**config.mk**
```make
export PLATFORM = sky130hd
export DESIGN_NAME = udp_tx_machine
export DESIGN_NICKNAME = d
export VERILOG_FILES = /design/src/rtl/eth_pkg.sv /design/src/rtl/ip_csum_acc.sv /design/src/rtl/udp_tx_machine.sv
export SDC_FILE = /design/constraint.sdc
export NUM_CORES = 2
export LEC_CHECK = 0
export BUFFER_PORTS_ARGS = -buffer_cell sky130_fd_sc_hd__buf_2
export CORE_MARGIN = 3
export CORE_UTILIZATION = 55
export CTS_CLUSTER_DIAMETER = 120
export CTS_CLUSTER_SIZE = 28
export DETAILED_ROUTE_END_ITERATION = 6
export GPL_TIMING_DRIVEN = 1
export PLACE_DENSITY = 0.76
export SYNTH_ARGS = -nofsm -noshare
export SYNTH_HDL_FRONTEND = slang
export SYNTH_SLANG_ARGS = --single-unit
```
**constraint.sdc**
```tcl
create_clock -name clk -period 5.8 [get_ports clk]
set_input_delay 1.16 -clock clk [delete_from_list [all_inputs] [get_ports clk]]
set_output_delay 1.16 -clock clk [all_outputs]
set_load 0.1 [all_outputs]
```
**src/rtl/eth_pkg.sv**
```systemverilog
// Shared Ethernet/IPv4/UDP constants and the UDP transmit FSM state type.
package eth_pkg;

  localparam logic [15:0] ETHERTYPE_IPV4 = 16'h0800;
  localparam logic [7:0]  IP_PROTO_UDP   = 8'h11;

  localparam int unsigned ETH_HDR_LEN   = 14;
  localparam int unsigned IP_HDR_LEN    = 20;
  localparam int unsigned UDP_HDR_LEN   = 8;
  localparam int unsigned ETH_MIN_FRAME = 60;
  localparam int unsigned HDR_LEN       = ETH_HDR_LEN + IP_HDR_LEN + UDP_HDR_LEN;

  typedef enum logic [2:0] {
    StIdle,
    StFill,
    StCsum,
    StReq,
    StSend
  } tx_state_e;

endpackage

```
**src/rtl/ip_csum_acc.sv**
```systemverilog
// Ones-complement 16-bit accumulator with end-around carry folded on every add.
// csum_o is the inverted sum, ready to drop into an IPv4 header.
module ip_csum_acc (
  input  logic        clk_i,
  input  logic        rst_i,
  input  logic        clr_i,
  input  logic        add_i,
  input  logic [15:0] data_i,
  output logic [15:0] csum_o
);

  logic [15:0] acc_q, acc_d;
  logic [16:0] sum;

  always_comb begin
    sum   = {1'b0, acc_q} + {1'b0, data_i};
    acc_d = acc_q;
    if (clr_i) begin
      acc_d = '0;
    end else if (add_i) begin
      // Folding the carry back in cannot overflow again: max is 0xfffe + 1.
      acc_d = sum[15:0] + {15'd0, sum[16]};
    end
  end

  always_ff @(posedge clk_i) begin
    if (rst_i) acc_q <= '0;
    else       acc_q <= acc_d;
  end

  assign csum_o = ~acc_q;

endmodule

```
**src/rtl/udp_tx_machine.sv**
```systemverilog
// UDP/IPv4 frame builder: buffers payload words, checksums the IP header, requests
// a MAC transmission and then serves frame bytes combinationally by tx_addr.
module udp_tx_machine
  import eth_pkg::*;
#(
  parameter int unsigned PAYLOAD_WORDS = 64,
  parameter logic [47:0] LOCAL_MAC     = 48'h985aebdd1c65,
  parameter logic [31:0] LOCAL_IP      = 32'hc0a80205
) (
  input  logic        clk,
  input  logic        reset,
  input  logic [47:0] dst_mac,
  input  logic [31:0] dst_ip,
  input  logic [15:0] src_port,
  input  logic [15:0] dst_port,
  input  logic        tx_udp_dvld,
  input  logic [31:0] tx_udp_data,
  input  logic        tx_udp_send,
  output logic        tx_udp_ready,
  output logic        tx_udp_ovf,
  output logic        tx_vld,
  output logic [10:0] tx_count,
  input  logic [10:0] tx_addr,
  output logic [7:0]  tx_data,
  input  logic        tx_adv,
  input  logic        tx_last,
  input  logic        tx_busy
);

  localparam int unsigned WcntW = $clog2(PAYLOAD_WORDS + 1);
  localparam int unsigned IdxW  = $clog2(PAYLOAD_WORDS);

  tx_state_e         state_q, state_d;
  logic [WcntW-1:0]  wcnt_q, wcnt_d, wcnt_eff;
  logic [15:0]       ident_q, ident_d;
  logic [3:0]        cnt_q, cnt_d;
  logic [10:0]       count_q, count_d;
  logic              ovf_q, ovf_d;
  logic [47:0]       dst_mac_q;
  logic [31:0]       dst_ip_q;
  logic [15:0]       src_port_q, dst_port_q;
  logic [31:0]       pay_mem [PAYLOAD_WORDS];

  logic              accept, wr_en, commit, latch, csum_clr, csum_add;
  logic [10:0]       pay_len, frame_eff, hdr_end, off;
  logic [15:0]       ip_len, udp_len, csum, csum_hw;
  logic [335:0]      hdr;
  logic [5:0]        hsel;
  logic [31:0]       rd_word;
  logic              unused_bits;

  assign accept    = (state_q == StIdle) || (state_q == StFill);
  assign wr_en     = accept && tx_udp_dvld && (wcnt_q != WcntW'(PAYLOAD_WORDS));
  assign wcnt_eff  = wcnt_q + {{(WcntW-1){1'b0}}, wr_en};
  // A word arriving with the commit pulse counts, so an IDLE commit with dvld is valid.
  assign commit    = accept && tx_udp_send && (wcnt_eff != '0);
  assign pay_len   = 11'({wcnt_q, 2'b00});
  assign frame_eff = 11'(HDR_LEN) + 11'({wcnt_eff, 2'b00});
  assign hdr_end   = 11'(HDR_LEN) + pay_len;
  assign ip_len    = 16'(IP_HDR_LEN + UDP_HDR_LEN) + {5'd0, pay_len};
  assign udp_len   = 16'(UDP_HDR_LEN) + {5'd0, pay_len};

  always_comb begin
    state_d  = state_q;
    wcnt_d   = wcnt_q;
    ident_d  = ident_q;
    cnt_d    = cnt_q;
    count_d  = count_q;
    ovf_d    = 1'b0;
    latch    = 1'b0;
    csum_clr = 1'b0;
    csum_add = 1'b0;
    unique case (state_q)
      StIdle, StFill: begin
        ovf_d = tx_udp_dvld && !wr_en;
        if (wr_en) begin
          wcnt_d  = wcnt_eff;
          state_d = StFill;
        end
        if (commit) begin
          state_d  = StCsum;
          cnt_d    = '0;
          latch    = 1'b1;
          csum_clr = 1'b1;
          count_d  = (frame_eff < 11'(ETH_MIN_FRAME)) ? 11'(ETH_MIN_FRAME) : frame_eff;
        end
      end
      StCsum: begin
        csum_add = 1'b1;
        cnt_d    = cnt_q + 4'd1;
        if (cnt_q == 4'd9) state_d = StReq;
      end
      StReq: begin
        if (tx_busy) state_d = StSend;
      end
      StSend: begin
        if (!tx_busy) begin
          state_d = StIdle;
          wcnt_d  = '0;
          ident_d = ident_q + 16'd1;
        end
      end
      default: state_d = StIdle;
    endcase
  end

  always_ff @(posedge clk) begin
    if (reset) begin
      state_q    <= StIdle;
      wcnt_q     <= '0;
      ident_q    <= '0;
      cnt_q      <= '0;
      count_q    <= '0;
      ovf_q      <= 1'b0;
      dst_mac_q  <= '0;
      dst_ip_q   <= '0;
      src_port_q <= '0;
      dst_port_q <= '0;
    end else begin
      state_q <= state_d;
      wcnt_q  <= wcnt_d;
      ident_q <= ident_d;
      cnt_q   <= cnt_d;
      count_q <= count_d;
      ovf_q   <= ovf_d;
      if (latch) begin
        dst_mac_q  <= dst_mac;
        dst_ip_q   <= dst_ip;
        src_port_q <= src_port;
        dst_port_q <= dst_port;
      end
    end
  end

  always_ff @(posedge clk) begin
    if (wr_en) pay_mem[wcnt_q[IdxW-1:0]] <= tx_udp_data;
  end

  // IPv4 header halfwords in wire order, checksum field as zero.
  always_comb begin
    unique case (cnt_q)
      4'd0:    csum_hw = 16'h4500;
      4'd1:    csum_hw = ip_len;
      4'd2:    csum_hw = ident_q;
      4'd3:    csum_hw = 16'h4000;
      4'd4:    csum_hw = {8'h40, IP_PROTO_UDP};
      4'd6:    csum_hw = LOCAL_IP[31:16];
      4'd7:    csum_hw = LOCAL_IP[15:0];
      4'd8:    csum_hw = dst_ip_q[31:16];
      4'd9:    csum_hw = dst_ip_q[15:0];
      default: csum_hw = 16'h0000;
    endcase
  end

  ip_csum_acc u_csum (
    .clk_i  (clk),
    .rst_i  (reset),
    .clr_i  (csum_clr),
    .add_i  (csum_add),
    .data_i (csum_hw),
    .csum_o (csum)
  );

  always_comb begin
    hdr = {dst_mac_q, LOCAL_MAC, ETHERTYPE_IPV4, 16'h4500, ip_len, ident_q, 16'h4000,
           8'h40, IP_PROTO_UDP, csum, LOCAL_IP, dst_ip_q, src_port_q, dst_port_q,
           udp_len, 16'h0000};
    hsel    = 6'd41 - tx_addr[5:0];
    off     = tx_addr - 11'(HDR_LEN);
    rd_word = pay_mem[off[IdxW+1:2]];
    tx_data = 8'h00;
    if (tx_addr < 11'(HDR_LEN)) begin
      tx_data = hdr[{hsel, 3'b000} +: 8];
    end else if (tx_addr < hdr_end) begin
      unique case (off[1:0])
        2'd0: tx_data = rd_word[31:24];
        2'd1: tx_data = rd_word[23:16];
        2'd2: tx_data = rd_word[15:8];
        2'd3: tx_data = rd_word[7:0];
      endcase
    end
  end

  assign unused_bits  = ^{tx_adv, tx_last, off[10:IdxW+2]};
  assign tx_udp_ready = accept;
  assign tx_udp_ovf   = ovf_q;
  assign tx_vld       = (state_q == StReq);
  assign tx_count     = count_q;

endmodule

```
==> results by group <==
Run status
  – Status: complete, but fails checks
  – Failing checks: DRC, setup timing

Synth
  – FFs w/ async S/R, synth: 0%
  – Synth area leaders: edfxtp_1, mux4_2, dfxtp_1, nand2_1, a21oi_1
  – Register area share after synthesis: approximately three quarters
  – YS warnings: 0
  – Top post-synthesis cells by count: edfxtp_1, nand2_1, mux4_2, a21oi_1, nor2_1
  – Ys flop type: edfxtp_1
  – Yosys cell types: 82
  – Post-Syn Area: 88600 um2
  – Area leader, netlist: edfxtp_1
  – Avg Cell Area, Syn: 18.2 um2
  – #FFs+latches synth: 2216
  – Synth top area share: between 60% and 70%
  – EDFF count, synth: just over 2000
  – Top-count cell post-synth: edfxtp_1
  – Instance count of the mapped netlist: a little under 5000

Floorplanning
  – Core Footprint: ~160000 um2
  – Site row count: approximately 150
  – # IOs: 184
  – Die Footprint: around 170000 um2
  – Die Wd: 407 um
  – Die H: 407 um
  – Initial Util: about 56%

Global routing
  – Met3 Usage GRT: approximately 6.3%
  – Largest net degree at the start of global routing: approximately 130
  – GR Layer Usage met2: a little under half
  – Gr usage total: between 20% and 30%
  – Number of global-route vias before repair: just under 50000
  – GR peak layer: met2
  – GRT overflow: 0
  – GR Util met1: roughly 40%
  – Initial antenna violation count: 14
  – First-pass GRT wire length: 342000 um

Placement
  – GPL Wtd Cong: roughly 0.95
  – DPL Wire Length: approximately 150000 um
  – Placed Area: 95000 um2
  – Port Buffer Count: 179
  – Placed Instances: between 7000 and 8000

CTS
  – Clk_lat worst skew: roughly 760 ps
  – Worst-path clk slew: around 110 ps
  – Clk root buf: clkbuf_16
  – CTS tree: built
  – Clock Tree Buf Depth: 3
  – Num CTS Buffers: 89
  – CTS H-tree depth: 3
  – CTS hold repair buffers: 0
  – Clk sinks: approximately 2200

Critical path
  – Critical Path Source Type: input port
  – CP endpoint kind: output port
  – CP arrival: 4730 ps
  – Critical path peak fanout: 16
  – Worst Path Required: about 4600 ps
  – WS Path Type: in2out

Timing
  – Setup ws final: -88.8 ps
  – Max Clock Freq: ~170 MHz
  – Slew Limit Headroom: around a tenth
  – Fin crit period: around 6000 ps
  – Max-slew violation count: 0
  – Setup Skew: roughly 37 ps
  – Fin. Hold Viols: 0
  – Worst Tran Pin Value: between 1000 and 1500 ps
  – Final setup viols: 1
  – Period utilization: 102%

Finish
  – Fillers: about 11000
  – Non-Filler Instances: approximately 7400
  – Area added between synthesis and finish: 10.4%
  – Design Area, Final: ~98000 um2
  – Layout Nets: between 5000 and 6000
  – Share of layout cells above drive strength 1: around 25%

Drt
  – Iter 0 DRT Violations: 7166
  – DR WL/cell: 32.1 um
  – Number of remaining DRC errors: 1
  – Drt pass-1 iters: 7
  – Drt total wl: ~240000 um
  – Vias per std cell: about 6.7
  – Via count: ~50000
  – Post-route ant nets: 0

Power
  – Static Leak: 31.2 nW
  – Maximum VDD drop: around 0.4 mV
  – Design Power: 29.7 mW
  – Power per cell area: roughly 300 nW/um2

Flow run
  – Maxcap violations: 0

Hold path
  – Hold WC Path Type: reg2reg
## placed cells by master, fill, tap and decap left out, types with 34 or more instances in the layout
cell type,instances
buf_12,59
nand2_1,663
mux4_2,558
o21ai_0,53
edfxtp_1,2048
a31oi_1,60
mux2i_1,55
ha_1,47
buf_2,170
dfxtp_1,168
a21oi_1,175
nand3_1,146
buf_4,321
nor2_1,107
xnor2_1,34
clkbuf_16,94
nand4_1,43
nor2_4,68
## layer usage
| layer | vias up | part of all wire (%) |
|---|---|---|
| li1 | 20100 | - |
| met4 | 4 | 4.0 |
| met2 | 3502 | 48 |
| met3 | 514 | 13 |
| met1 | 25600 | 36 |
| met5 | - | 0.010 |
## power by group
part | internal (mW) | switching [mW] | leakage [nW]
clock | 2.93 | 4.60 | 1.19
sequential | 17.7 | 0.192 | 19.8
combinational | 1.70 | 2.60 | 10.2
total | 22.3 | 7.39 | 31.2
## through the flow
stage | worst slack (ps) | setup TNS [ps] | utilization (%) | hold WS [ps]
after detailed placement | -506 | -1450 | 59.6 | 447
after floorplan | 105 | 0 | - | 433
after global routing | -23.2 | -97.6 | 61.4 | 480
after global placement | -494 | -1610 | 59.6 | 441
after CTS | 3.67 | 0 | 61.2 | 462
final | -88.8 | -88.8 | 61.4 | 460
## critical path, stage by stage
cell and delay [ps]:
buf_2 160, inv_2 70, ha_4 160, buf_4 150, xnor2_4 170, buf_4 160
buf_12 160, buf_4 250, buf_6 240, mux4_2 240, mux2i_1 90, a32oi_1 320
o221ai_1 280, a32oi_1 320, nand2_1 280, o22ai_2 220, buf_6 260
## worst paths after layout
path	from	end	slack, ps	cells past startpoint
max	tx_addr[1]	tx_data[4]	-90	17
min reg2reg	dst_mac_q[5]	dst_mac_q[5]	460	2
min	dst_mac_q[5]	dst_mac_q[5]	460	2
max reg2reg	cnt_q[0]	u_csum.acc_q[14]	410	24
## timing repair
| item | CTS | global route |
|---|---|---|
| resized for setup | 27 | 11 |
| setup buffers | 1 | 9 |
| gates cloned | 0 | 4 |
| setup endpoints to repair | 8 | 12 |
| hold endpoints to repair | 0 | 0 |
| pin swaps | 4 | 7 |
## logic make-up (layout without fill, tap and decap cells)
logic type      after synthesis  count (layout)  share of synthesized area (%)
compound gates              475             475                           3.42
simple gates               1135            1135                           5.43
flops                      2216            2216                           73.2
buf+inv                     315             716                           1.74
xor+xnor                     65              65                          0.651
other cells                   1              13                        0.00423
fa+ha+maj                    49              49                          0.700
mux                         618             618                           14.9
## layout make-up
| type | instances | area [um2] | area share [%] |
|---|---|---|---|
| Antenna cell | 11 | 27.5 | 0.0281 |
| Multi-Input combinational cell | 2344 | 22900 | 23.4 |
| Tap cell | 2146 | 2690 | 2.75 |
| Clock inverter | 7 | 126 | 0.129 |
| Inverter | 30 | 139 | 0.142 |
| Timing Repair Buffer | 569 | 4780 | 4.88 |
| Sequential cell | 2216 | 64900 | 66.3 |
| Clock buffer | 110 | 2330 | 2.38 |
## state kept, by name, indices dropped and copies added, names as in the netlist
name,count
wcnt_q,7
ident_q,16
pay_mem,2048
state_q,3
dst_port_q,16
u_csum.acc_q,16
dst_ip_q,32
cnt_q,4
dst_mac_q,48
tx_udp_ovf,1
src_port_q,16
tx_count,9
(Power assumes the default switching activity.)
